$ cat src/rtl/seg_scan_if.sv
// Bus between a scan controller and its user: the load handshake in, the decoder and digit drive out.
// The interface parameter NDIG must equal the NDIG of the controller that uses it.
interface seg_scan_if #(
    parameter int NDIG = 4
);
    logic              En;
    logic              LdReq;
    logic [4*NDIG-1:0] LdData;
    logic              LdAck;
    logic [3:0]        Bcd;
    logic              LE;
    logic              BI_N;
    logic [NDIG-1:0]   DigEn;
    logic              FrameTick;

    modport master (
        output En, LdReq, LdData,
        input  LdAck, Bcd, LE, BI_N, DigEn, FrameTick
    );

    modport slave (
        input  En, LdReq, LdData,
        output LdAck, Bcd, LE, BI_N, DigEn, FrameTick
    );
endinterface

$ cat src/rtl/seg_scan_ctrl.sv
// Scan controller: one shared hc4511 decoder multiplexed across NDIG common-cathode digits, with a
// frame-atomic shadow copy of the displayed value and optional leading-zero blanking.
module seg_scan_ctrl #(
    parameter int NDIG  = 4,
    parameter int DWELL = 1000,
    parameter int BLANK = 8,
    parameter int LZB   = 1
) (
    input  logic      CP,
    input  logic      MR,
    seg_scan_if.slave bus
);
    localparam int MAXC = (DWELL > BLANK) ? DWELL : BLANK;
    localparam int CW   = (MAXC > 1) ? $clog2(MAXC) : 1;
    localparam int IW   = (NDIG > 1) ? $clog2(NDIG) : 1;

    typedef enum logic [1:0] {S_IDLE, S_BLANK, S_ON} state_t;

    state_t            state_q, state_d;
    logic [IW-1:0]     idx_q, idx_d;
    logic [CW-1:0]     cnt_q, cnt_d;
    logic [4*NDIG-1:0] shadow_q, shadow_d;
    logic              ld_ack_q, ld_ack_d;
    logic              frame_tick_q, frame_tick_d;
    logic [3:0]        bcd_q, bcd_d;
    logic              le_q, le_d;
    logic              bi_n_q, bi_n_d;
    logic [NDIG-1:0]   dig_en_q, dig_en_d;
    logic              last_on, frame_end;
    logic [NDIG-1:0]   upper_nz;

    // upper_nz[i]: digit i or some more significant digit is non-zero in the next shadow.
    for (genvar gi = 0; gi < NDIG; gi++) begin : g_nz
        assign upper_nz[gi] = |shadow_d[4*NDIG-1:4*gi];
    end

    assign last_on   = (state_q == S_ON) && (cnt_q == CW'(DWELL - 1));
    assign frame_end = last_on && (idx_q == IW'(NDIG - 1));

    always_comb begin
        state_d      = state_q;
        idx_d        = idx_q;
        cnt_d        = cnt_q;
        shadow_d     = shadow_q;
        frame_tick_d = frame_end;
        ld_ack_d     = bus.LdReq && !ld_ack_q && ((state_q == S_IDLE) || frame_end);

        case (state_q)
            S_IDLE: begin
                if (bus.En) begin
                    state_d = S_BLANK;
                    idx_d   = '0;
                    cnt_d   = '0;
                end
            end
            S_BLANK: begin
                if (cnt_q == CW'(BLANK - 1)) begin
                    state_d = S_ON;
                    cnt_d   = '0;
                end else begin
                    cnt_d = cnt_q + CW'(1);
                end
            end
            S_ON: begin
                if (last_on) begin
                    cnt_d   = '0;
                    idx_d   = frame_end ? '0 : idx_q + IW'(1);
                    state_d = bus.En ? S_BLANK : S_IDLE;
                end else begin
                    cnt_d = cnt_q + CW'(1);
                end
            end
            default: state_d = S_IDLE;
        endcase

        if (ld_ack_d) begin
            shadow_d = bus.LdData;
        end
    end

    // Outputs are decoded from the next state so the registered copies line up with state_q.
    always_comb begin
        dig_en_d = '0;
        bi_n_d   = 1'b0;
        le_d     = 1'b1;
        bcd_d    = 4'd0;
        case (state_d)
            S_BLANK: begin
                bcd_d = shadow_d[{idx_d, 2'b00} +: 4];
                le_d  = (cnt_d != CW'(BLANK - 1));
            end
            S_ON: begin
                bcd_d    = shadow_d[{idx_d, 2'b00} +: 4];
                dig_en_d = NDIG'(1) << idx_d;
                bi_n_d   = !((LZB != 0) && (idx_d != '0) && !upper_nz[idx_d]);
            end
            default: ;
        endcase
    end

    always_ff @(posedge CP) begin
        if (MR) begin
            state_q      <= S_IDLE;
            idx_q        <= '0;
            cnt_q        <= '0;
            shadow_q     <= '0;
            ld_ack_q     <= 1'b0;
            frame_tick_q <= 1'b0;
            bcd_q        <= 4'd0;
            le_q         <= 1'b1;
            bi_n_q       <= 1'b0;
            dig_en_q     <= '0;
        end else begin
            state_q      <= state_d;
            idx_q        <= idx_d;
            cnt_q        <= cnt_d;
            shadow_q     <= shadow_d;
            ld_ack_q     <= ld_ack_d;
            frame_tick_q <= frame_tick_d;
            bcd_q        <= bcd_d;
            le_q         <= le_d;
            bi_n_q       <= bi_n_d;
            dig_en_q     <= dig_en_d;
        end
    end

    assign bus.LdAck     = ld_ack_q;
    assign bus.FrameTick = frame_tick_q;
    assign bus.Bcd       = bcd_q;
    assign bus.LE        = le_q;
    assign bus.BI_N      = bi_n_q;
    assign bus.DigEn     = dig_en_q;
endmodule

$ cat src/flat_wrapper.sv
// flat-port wrapper written by rule: the top's interface ports become plain ports
module seg_scan_ctrl_flat 
#(
    parameter int NDIG  = 4,
    parameter int DWELL = 1000,
    parameter int BLANK = 8,
    parameter int LZB   = 1
)
  (CP, MR, bus_En, bus_LdReq, bus_LdData, bus_LdAck, bus_Bcd, bus_LE, bus_BI_N, bus_DigEn, bus_FrameTick);
  seg_scan_if #(.NDIG(NDIG)) bus_i ();
  input  logic CP;
  input  logic MR;
  input wire logic [$bits(bus_i.En)-1:0] bus_En;
  input wire logic [$bits(bus_i.LdReq)-1:0] bus_LdReq;
  input wire logic [$bits(bus_i.LdData)-1:0] bus_LdData;
  output wire logic [$bits(bus_i.LdAck)-1:0] bus_LdAck;
  output wire logic [$bits(bus_i.Bcd)-1:0] bus_Bcd;
  output wire logic [$bits(bus_i.LE)-1:0] bus_LE;
  output wire logic [$bits(bus_i.BI_N)-1:0] bus_BI_N;
  output wire logic [$bits(bus_i.DigEn)-1:0] bus_DigEn;
  output wire logic [$bits(bus_i.FrameTick)-1:0] bus_FrameTick;
  assign bus_i.En = bus_En;
  assign bus_i.LdReq = bus_LdReq;
  assign bus_i.LdData = bus_LdData;
  assign bus_LdAck = bus_i.LdAck;
  assign bus_Bcd = bus_i.Bcd;
  assign bus_LE = bus_i.LE;
  assign bus_BI_N = bus_i.BI_N;
  assign bus_DigEn = bus_i.DigEn;
  assign bus_FrameTick = bus_i.FrameTick;
  seg_scan_ctrl #(.NDIG(NDIG), .DWELL(DWELL), .BLANK(BLANK), .LZB(LZB)) u_core (.CP(CP), .MR(MR), .bus(bus_i));
endmodule
$ cat config.mk
export PLATFORM = sky130hd
export DESIGN_NAME = seg_scan_ctrl_flat
export DESIGN_NICKNAME = d
export VERILOG_FILES = /design/src/rtl/seg_scan_if.sv /design/src/rtl/seg_scan_ctrl.sv /design/src/flat_wrapper.sv
export SDC_FILE = /design/constraint.sdc
export NUM_CORES = 1
export LEC_CHECK = 0
export BUFFER_PORTS_ARGS = -buffer_cell sky130_fd_sc_hd__buf_2
export CAP_MARGIN = 20
export CORE_ASPECT_RATIO = 0.7
export CORE_MARGIN = 4
export CORE_UTILIZATION = 38
export CTS_CLUSTER_DIAMETER = 120
export DETAILED_ROUTE_END_ITERATION = 10
export PLACE_DENSITY = 0.57
export SLEW_MARGIN = 10
export SYNTH_ARGS = -nofsm -noshare
export SYNTH_HDL_FRONTEND = slang
export SYNTH_SLANG_ARGS = --single-unit
export TNS_END_PERCENT = 10
$ cat constraint.sdc
create_clock -name CP -period 3.5 [get_ports CP]
set_input_delay 0.7 -clock CP [delete_from_list [all_inputs] [get_ports CP]]
set_output_delay 0.7 -clock CP [all_outputs]
set_load 0.02 [all_outputs]
==> results.yml <==
grt:
  grt_start_max_net_pins: 37
  grt_usage_pct: 14.5
  antenna_found_initial: 0
  grt_pass1_wl_um: 8390
  overflow: 0
  grt_pass1_vias: 1686
synth:
  synth.net_count: 271
  synth_edf_count: 0
  synth.distinct_cells: 46
  synth_top_area_share_pct: 38.5
  synth_seq_area_share_pct: 38.5
  yosysWarnings: 0
  ys_top_cells_by_area: "dfxtp_1 38%, mux2i_1 13%, nor2_1 7.0%"
  yosysMostFrequentCell: "dfxtp_1"
  ys_ff_latch: 42
  syn_inst: 247
  synth_flop_cell: "dfxtp_1"
  yosysTopAreaCell: "dfxtp_1"
  async_flop_share_pct: 0
  syn_area_um2: 2180
  syn_avg_cell_area_um2: 8.84
  synth_common_cells: "42 x dfxtp_1, 41 x nor2_1, 28 x mux2i_1"
detailed_routing:
  drc: 0
  viasPerCell: 5.35
  drt-pass1-iter-count: 4
  drt_wl_total_um: 4980
  wl_per_cell_um: 14.5
  drt_iter0_drc: 148
  postRouteAntennaNets: 0
  vias: 1842
layout:
  antenna_cells: 0
  drive_above_1_share_pct: 18.0
  area_growth_pct: 12.1
  stdcell_area_um2: 2450
  nNetsFinal: 295
  fill_cells: 537
die:
  die-area_um2: 7050
  design.core.area_um2: 5400
  dieWidth_um: 98.6
  ioPinCount: 32
  die_h_um: 71.4
  rows: 22
  initial_utilization_pct: 40.5
cts:
  path_clk_slew_ps: 80
  clockRootBuffer: "clkbuf_8"
  clk_latency_ps: 290
  post_cts_buffers: 0
  cts-resized-gates: 0
  postCtsHoldBufs: 0
  cts_tree: "done"
  cts_buffers: 5
  cts_sinks: 42
  cts_buffer_depth: 2
  h-tree-depth: 2
worst_setup_path:
  crit_path_max_fanout: 7
  arrival_ps: 2840
  crit_path_end_kind: "flip-flop"
  critical_path_class: "flip-flop to flip-flop"
  worstPathRequired_ps: 3710
  cp-start-kind: "flip-flop"
status:
  status: "finished, final reports clean"
placement:
  place_ws_ps: 936
  io_buffers: 31
  place_area_um2: 2340
  hpwl_um: 3700
  gp_congestion: 0.850
sta:
  slew_viol_final: 0
  tightest_slew_ps: 731
  post-route-period-util_pct: 75.0
  hold_violations: 0
  fin_ws_ps: 875
  setup_viol: 0
  max_freq_mhz: 381
  rsz0062_at_grt: "no"
  tns_ps: 0
  min_period_ps: 2620
  slew-limit-headroom_pct: 51.3
  fin_worst_skew_ps: 8.38
power_and_ir_drop:
  netSwitchingFraction_pct: 24.7
  seq_power_share_pct: 50.4
  leakage_nw: 1.09
  p_clk_share_pct: 37.3
  p_per_area_nw_per_um2: 412
  max-vdd-ir-drop_mv: 0.164
  power_mw: 1.01
  share_comb_of_total_power_pct: 12.3
  switchingPower_mw: 0.249
  intPower_mw: 0.759
run:
  max_cap_violations: 0
hold_path:
  hold_path.class: "flip-flop to flip-flop"
[sequential cells by signal (all words and copies together) (netlist names), 2 cells and up]
signal	count
u_core.shadow_q	16
u_core.cnt_q	10
u_core.bus.Bcd	4
u_core.bus.DigEn	4
u_core.idx_q	2
u_core.state_q	2
[final cells by class]
| class | count | area (um2) | area share (%) |
|---|---|---|---|
| clock buffers | 5 | 68.8 | 2.81 |
| clock inverters | 3 | 40.0 | 1.64 |
| inverters | 5 | 18.8 | 0.766 |
| multi-input cells | 184 | 1220 | 49.8 |
| flip-flops and latches | 42 | 841 | 34.3 |
| well taps | 72 | 90.1 | 3.68 |
| repair buffers | 33 | 170 | 6.95 |
[cell families (layout without fill, tap and decap cells)]
kind of cell	count (synthesis)	after routing	share of synthesized area, %
AOI/OAI and AO/OA	46	46	14.2
muxes	36	36	17.0
buffers and inverters	21	46	5.67
DFF	42	42	38.5
and+or+nand+nor	98	98	22.4
adders and majority gates	4	4	2.29
[power by group through the flow]
stage	sequential [mW]	combinational, mW	clock, mW
after floorplan	0.518	0.0882	0
after global placement	0.519	0.124	0
after detailed placement	0.519	0.123	0
after CTS	0.508	0.124	0.387
after global routing	0.511	0.138	0.409
final	0.508	0.124	0.376
[metrics by stage]
| stage | instances | hold slack [ps] | util (%) |
|---|---|---|---|
| after floorplan | 247 | 463 | - |
| after global placement | 336 | 481 | 43.4 |
| after detailed placement | 336 | 488 | 43.4 |
| after CTS | 344 | 507 | 45.4 |
| after global routing | 344 | 546 | 45.4 |
| final | 344 | 498 | 45.4 |
[worst paths after layout]
check	cells after the start	endpoint	from	slack (ps)
worst min register to register	2	u_core.shadow_q[2]	u_core.shadow_q[2]	500
worst max register to register	10	u_core.bus.Bcd[0]	u_core.cnt_q[0]	880
worst max-delay path	10	u_core.bus.Bcd[0]	u_core.cnt_q[0]	880
worst min-delay path	2	u_core.shadow_q[2]	u_core.shadow_q[2]	500
[layer usage]
metal  share of wire [%]  global-route usage [%]
met1                  53                    23.2
met2                  39                    18.7
met3                 7.1                    3.99
met4                0.44                    3.03
met5                   0                       0
[worst max-delay path: stages (launching register included)]
cell      delay, ps
dfxtp_1         450
ha_1            280
and4bb_4        300
nand3_1         140
mux2i_1         170
nor2_1           50
a21oi_1         220
inv_1            70
ha_1            280
or3_1           420
o22ai_1         170
[layout by cell type, fill, tap and decap left out, types with 2 or more instances in the layout]
cell type   n
a211oi_1    2
a21o_1      3
a21oi_1     9
a22oi_1     4
a311oi_1    3
and3_1      2
buf_2      31
buf_4       2
clkbuf_8    5
clkinv_2    2
dfxtp_1    42
ha_1        4
inv_1       5
mux2_1      4
mux2_2      4
mux2i_1    28
nand2_1    13
nand2b_1    2
nand3_1     6
nand4_1     3
nor2_1     41
nor2b_1     4
nor3_1      9
nor3b_1     2
nor4_1      6
o21ai_0     6
o21ai_1     3
o22ai_1     5
o41ai_1     2
or3_1       3
Note: power is estimated with default switching activity, not from simulation.
